`src/rtl/axis_fetch_pc_gen.sv`:
```
// axis_fetch_pc_gen: sequential fetch-PC generator driving an AXI-Stream manager port,
// with redirect-triggered downstream flush and a halt that parks issue until the next redirect.
module axis_fetch_pc_gen #(
    parameter int              XLEN     = 32,
    parameter logic [XLEN-1:0] RESET_PC = 32'h8000_0000
) (
    input  logic            clk,
    input  logic            rst_n,
    input  logic            redirect_valid,
    input  logic [XLEN-1:0] redirect_pc,
    input  logic            halt_req,
    output logic            halted,
    output logic            mif_tvalid,
    output logic [XLEN-1:0] mif_tdata,
    input  logic            mif_tready,
    output logic            invalidate
);
    typedef enum logic [1:0] {BOOT, RUN, FLUSH, HALT} state_t;

    state_t          state_q;
    logic [XLEN-1:0] pc_q;
    logic            xfer;

    assign xfer       = (state_q == RUN) & mif_tready;
    assign mif_tvalid = (state_q == RUN);
    assign mif_tdata  = pc_q;
    assign halted     = (state_q == HALT);
    assign invalidate = (state_q == FLUSH);

    // A redirect overrides everything; a beat handshaking in that cycle is dropped by the flush.
    always_ff @(posedge clk or negedge rst_n) begin
        if (!rst_n) begin
            state_q <= BOOT;
            pc_q    <= RESET_PC;
        end else if (redirect_valid) begin
            state_q <= FLUSH;
            pc_q    <= {redirect_pc[XLEN-1:2], 2'b00};
        end else begin
            case (state_q)
                BOOT, FLUSH: state_q <= RUN;
                RUN: begin
                    if (xfer) pc_q <= pc_q + XLEN'(4);
                    if (xfer && halt_req) state_q <= HALT;
                end
                default: state_q <= HALT;
            endcase
        end
    end
endmodule

```
`config.mk`:
```
export PLATFORM = sky130hd
export DESIGN_NAME = axis_fetch_pc_gen
export DESIGN_NICKNAME = d
export VERILOG_FILES = /design/src/rtl/axis_fetch_pc_gen.sv
export SDC_FILE = /design/constraint.sdc
export NUM_CORES = 1
export LEC_CHECK = 0
export ABC_AREA = 1
export CAP_MARGIN = 15
export CELL_PAD_IN_SITES_DETAIL_PLACEMENT = 0
export CELL_PAD_IN_SITES_GLOBAL_PLACEMENT = 1
export CORE_UTILIZATION = 35
export DETAILED_ROUTE_END_ITERATION = 12
export PLACE_DENSITY_LB_ADDON = 0.1
export SLEW_MARGIN = 40
export SYNTH_ARGS = -nofsm -noshare
export SYNTH_HDL_FRONTEND = slang
export SYNTH_SLANG_ARGS = --single-unit
```
`constraint.sdc`:
```
create_clock -name clk -period 3 [get_ports clk]
set_clock_uncertainty 0.05 [all_clocks]
set_input_delay 0.6 -clock clk [delete_from_list [all_inputs] [get_ports clk]]
set_output_delay 0.6 -clock clk [all_outputs]
set_load 0.01 [all_outputs]
```
# Yosys cells after proc, flatten, opt, wreduce, memory -nomap -nowiden
# Cells that the tools add are included.
[totals] reg_bits=34 rom_bits=0 elab_cells=20 latchBits=0 n_memories=0 ram_bits=0 out_inout_bits=35
[op_classes] n_mul=0 shift=0 n_bitwise=1 n_lt_le_gt_ge=0 muxes=6 n_div=0 eq_ne=4 n_reduce_logical=6 n_addsub=1
[ops] operator="$mux W32" count=3
[ops] operator="$add A32 B3 Y32 const B" count=1
[ops] operator="$eq A2 B2 Y1 const B" count=2
[ops] operator="$mux W2" count=2
[ops] operator="$pmux W2 S2" count=1
[ops] operator="$reduce_bool A2 Y1" count=2
[ops] operator="$ne A3 B2 Y1 const B" count=1
[ops] operator="$eq A2 B1 Y1 const B" count=1
[ops] operator="$logic_not A2 Y1" count=1
[ops] operator="$reduce_and A2 Y1" count=1
[ops] operator="$reduce_or A2 Y1" count=1
[ops] operator="$and A1 B1 Y1" count=1
[ops] operator="$logic_and A1 B1 Y1" count=1

# Depth between registers and ports, before layout
[logic_depth] word_depth=6 ltp_mapped=10 ltp_nobuf=10

# Worst setup path before layout
# No wires, ideal clock.
[synth_path] path_kind="register to register" startpoint="register pc_q[2] (netlist: mif_tdata[2])" endpoint="register pc_q[24] (netlist: mif_tdata[24])" path_slack_ns=1.482 required_time_ns=2.834 arrival_time_ns=1.351 n_path_buf=0 path_stages_with_launch=11 setup_time_ns=0.116 cell_sequence="dfrtp_1 -> ha_1 -> nand2_1 -> nor2_2 -> nand2_1 -> nor2_4 -> nand2_1 -> nand2_1 -> nand3_1 -> nand2_1 -> nand2_1"
[synth_via] elab_chain_len=4
[synth_rtl] element="from (decl)" line_no="21" source="logic [XLEN-1:0] pc_q;"
[synth_rtl] element="from (signal assigned)" line_no="37" source="pc_q <= {redirect_pc[XLEN-1:2], 2'b00};"
[synth_rtl] element="from (signal assigned)" line_no="42" source="if (xfer) pc_q <= pc_q + XLEN'(4);"
[synth_rtl] element="$add A32 B3 Y32" line_no="42"
[synth_rtl] element="$mux W32" line_no="42"
[synth_rtl] element="$mux W32" line_no="39" source="case (state_q)"
[synth_rtl] element="$mux W32" line_no="35" source="end else if (redirect_valid) begin"
# Every way passes these cells. The select of a mux whose other input is x is not followed.
# A chain may end at the register's enable or synchronous reset.

# Final worst setup path
[layout_path] startpoint="input port redirect_valid" endpoint="register pc_q[20] (netlist: mif_tdata[20])"
[layout_via] elab_chain_len=2 elab_cells_between_ends=4 cone_classes="1 x mux; 3 x reduce/logical"
[layout_rtl] element="from (decl)" line_no="9" source="input logic redirect_valid,"
[layout_rtl] element="$reduce_bool A2 Y1 (no line)"
[layout_rtl] element="$reduce_and A2 Y1 (no line)"
# Parallel ways exist; a longest one is shown, timed or not.

==> results by stage <==
Setup path:
- The data required time of the worst path is 3.12 ns.
- The cell with the largest stage delay on the worst path is clkdlybuf4s50_1.
- The critical register-to-register path startpoint is mif_tdata[2].
- The number of buffers and inverters on the critical path is 3.
- Data arrives at the worst endpoint at 2.30 ns.
- The endpoint identified for the worst register-to-register timing path is mif_tdata[24].
- The critical path goes through clkdlybuf4s50_1, inv_2, nand2_2, inv_2, nand2_1, nand2_1, o21bai_1.
- The worst setup path is of the in -> reg kind.
- In this design, the stage delay of the slowest critical-path cell is 0.83 ns.
- The worst setup path is launched from a primary input.
- The depth of the worst register-to-register path is 10.
- Grouping stages by cell kind, the critical path spends the most delay in buffers and inverters.
- The critical path starts at redirect_valid.
- The endpoint type of the worst setup path is a flop.
- For flop-to-flop paths, the worst setup slack is 1.29 ns.
- Along the worst path, the maximum fanout reaches 23.

Status:
- The run finished, with violations left.
- The final reports fail on DRC.

STA:
- The count of final max-slew check failures is 0.
- Setup repair after global routing left no endpoint under its margin.
- In the finished design, the share of the clock period the worst path needs comes to 72.6%.
- Counting I/O delays and the setup requirement, the final critical path takes 2.18 ns.
- The final critical-path setup slack is 0.822 ns.
- The worst pin sits at a relative slew slack of 61.9%.
- At the pin with the least slew margin, the transition time is 0.570 ns.
- The setup TNS is 0 ns.
- The final-report hold violation count is 0.
- Setup violations remaining at the end of the flow were counted as 0.
- Static timing analysis puts the maximum clock frequency at 459 MHz.

Clock network:
- The largest buffer count on any clock path is 2.
- In this run, post-CTS repair resized a total of 0 instances.
- After clock tree synthesis, the clock-pin slew on the worst setup and hold paths is 0.07 ns.
- The total CTS buffers is 5.
- The number of hold buffers added after CTS was 0.
- The clock net in this run drives a total of 32 sinks.
- The total setup buffers inserted after CTS is 0.
- TritonCTS built the clock tree.
- The worst-skew pair later-pin latency is 0.30 ns.
- The number of levels the H-tree was split into is 2.
- The tree is rooted in a clkbuf_8.

Die:
- The initial core utilization is 36.6%.
- The placement row count is 29.
- The floorplan core area is 6420 µm².
- Measured along the x axis, the die boundary spans 84 µm.
- Measured along the y axis, the die boundary spans 84 µm.
- For this design the top-level I/O count stands at 72.
- The floorplan step defined a die boundary enclosing 7060 µm².

Route:
- The detailed router finished its first iteration with 107 violations.
- The count of TritonRoute iterations in the first routing pass is 9.
- In the routed design, unresolved DRC markers number 10.
- The total vias in the final route is 2371.
- Wires add up to 6.75 mm.
- Dividing the detail-routed via count by the number of cells gives 4.73.
- The count of nets left with antenna violations once routing finished came out at 0.
- The routed length per placed instance is 13.5 µm.

Power and ir drop:
- The power density over the cells is 395 nW/µm².
- For this design the static power due to leakage is 1.44 nW.
- The worst voltage drop across the vdd grid is 194 µV.

Yosys:
- The synthesis warning total is 0.
- The count of different cell masters after synthesis is 29.
- The leading area contributor after synthesis is dfrtp_1.
- The cell count after synthesis is 355.
- After synthesis, the largest family of logic cells by area is simple AND/OR/NAND/NOR gates.
- The synthesized netlist devotes 0.532% of its cell area to adder and majority cells.
- After synthesis, the cell types taking the most area are dfrtp_1 (33%), nand2_1 (20%), nand3_1 (7.4%).
- The area fraction in compound gates after synthesis is 9.25%.
- Of the total synthesized cell area, the portion taken by XOR and XNOR cells is 2.98%.
- The register area share after synthesis is 34.1%.
- The area share of and/or/nand/nor cells after synthesis is 44.4%.
- The synthesized area divided by synthesized cell count is 6.63 µm².
- The area of the mapped netlist is 2350 µm².
- The area fraction of the dominant cell type after synthesis is 33.0%.
- Synthesis inferred 32 register bits.
- Measured against the total synthesized area, the mux share comes to 0%.

Final layout:
- Registers take 802 µm².
- The library cell used most frequently in the layout, excluding fill and tap cells, is nand2_1.
- In the final layout, the multi-input gates occupy 1350 µm².
- The post-layout net count is 461.
- The count of fill cells added during filler insertion is 707.
- Of the cells placed in the final design, the portion with a size suffix greater than 1 is 8.73%.
- The antenna diode count is 0.
- The signed area change from the synthesized netlist to the final layout is 34.6%.
- Leaving out fill and tap cells, the most frequent cells in the layout are nand2_1 (124), clkdlybuf4s50_1 (67), nor2_1 (43).

Hold path:
- In this run the most critical hold path is launched from mif_tdata[31].
- The endpoint of the worst hold-timing path is mif_tdata[31].
- The class of the tightest hold or removal check is reg -> reg.
- The worst hold path was traced through 2 stages.

Placed design:
- The HPWL after detailed placement is 5.04 mm.
- The count of buffers added on input and output ports is 67.
- Routability-driven placement finished with a final weighted congestion of 0.819.
- Before CTS, the worst setup slack after placement is 0.475 ns.

Global routing:
- The global-route wire length before repair is 11.5 mm.
- The global-route usage over all layers is 20.9%.
- The via count of the first global-routing pass is 2392.
- Global routing finished with a remaining overflow of 0.
- The number of antenna violations at the first check in global routing was 0.
- Entering global routing, the biggest net connects 33 pins.

Flow run:
- The number of max-cap violations is 0.
flip-flops by register name, indices dropped and copies added, names as in the netlist:
signal	count
state_q	2
mif_tdata	30
stage by stage:
stage          cells  hold slack, ns  instance area (µm²)  utilization [%]  power (mW)
6_report         501           0.434                 3170             49.3        1.25
5_1_grt          501           0.473                 3170             49.3        1.33
4_1_cts          501           0.440                 3170             49.3        1.27
3_5_place_dp     493           0.428                 3090             48.1       0.927
3_3_place_gp     493           0.423                 3090             48.1       0.922
2_1_floorplan    356           0.254                 2360                -       0.728
cell usage after synthesis, drive strengths merged:
master,number
nor2,58
nand3,36
ha,1
inv,38
o21bai,9
a31oi,2
conb,1
nor3,3
buf,7
and2,2
o211ai,7
xor2,6
a21oi,7
dfstp,1
xnor2,2
clkbuf,3
o21ai,10
nand2,131
dfrtp,31
kinds of logic after synthesis:
kind of cell	after synthesis
AND/OR/NAND/NOR	230
buffers and inverters	48
AO/OA/AOI/OAI	35
flip-flops	32
XOR/XNOR	8
adder cells (fa/ha/maj)	1
other	1
area by class of cell:
| type | instances | share of cell area [%] |
|---|---|---|
| clock buffers | 7 | 2.41 |
| clock inverters | 1 | 0.158 |
| inverters | 38 | 4.50 |
| multi-input cells | 276 | 42.7 |
| flip-flops and latches | 32 | 25.3 |
| well taps | 77 | 3.04 |
| repair buffers | 70 | 21.9 |
power breakdown:
group | switching, mW | total [mW] | internal (mW)
Combinational | 0.178 | 0.365 | 0.187
Sequential | 0.0722 | 0.551 | 0.479
Clock | 0.172 | 0.335 | 0.163
worst max-delay path by stage:
stage / to / slack [ns] / depth (start not counted)
after floorplan: mif_tdata[24] / 1.48 / 10
after global placement: mif_tdata[21] / 0.51 / 7
after detailed placement: mif_tdata[20] / 0.47 / 7
after CTS: mif_tdata[20] / 0.78 / 7
after global routing: mif_tdata[21] / 0.65 / 7
final: mif_tdata[20] / 0.82 / 7
routing by layer:
metal,GRT usage [%],share of wire (%)
met3,3.36,3.5
met1,28.1,51
met2,33.9,44
met4,7.68,1.5
met5,0,0
worst register-to-register path, stage by stage (launching register included):
cell and delay (ns):
dfrtp_1 0.42, ha_1 0.25, nand2_1 0.08, nor2_2 0.14, nand2_1 0.15, nor2_4 0.19, nand2_1 0.06, nand2_1 0.05
nand3_1 0.09, nand2_1 0.08, nand2_1 0.04
No activity file was read; power rests on OpenSTA's default activity.
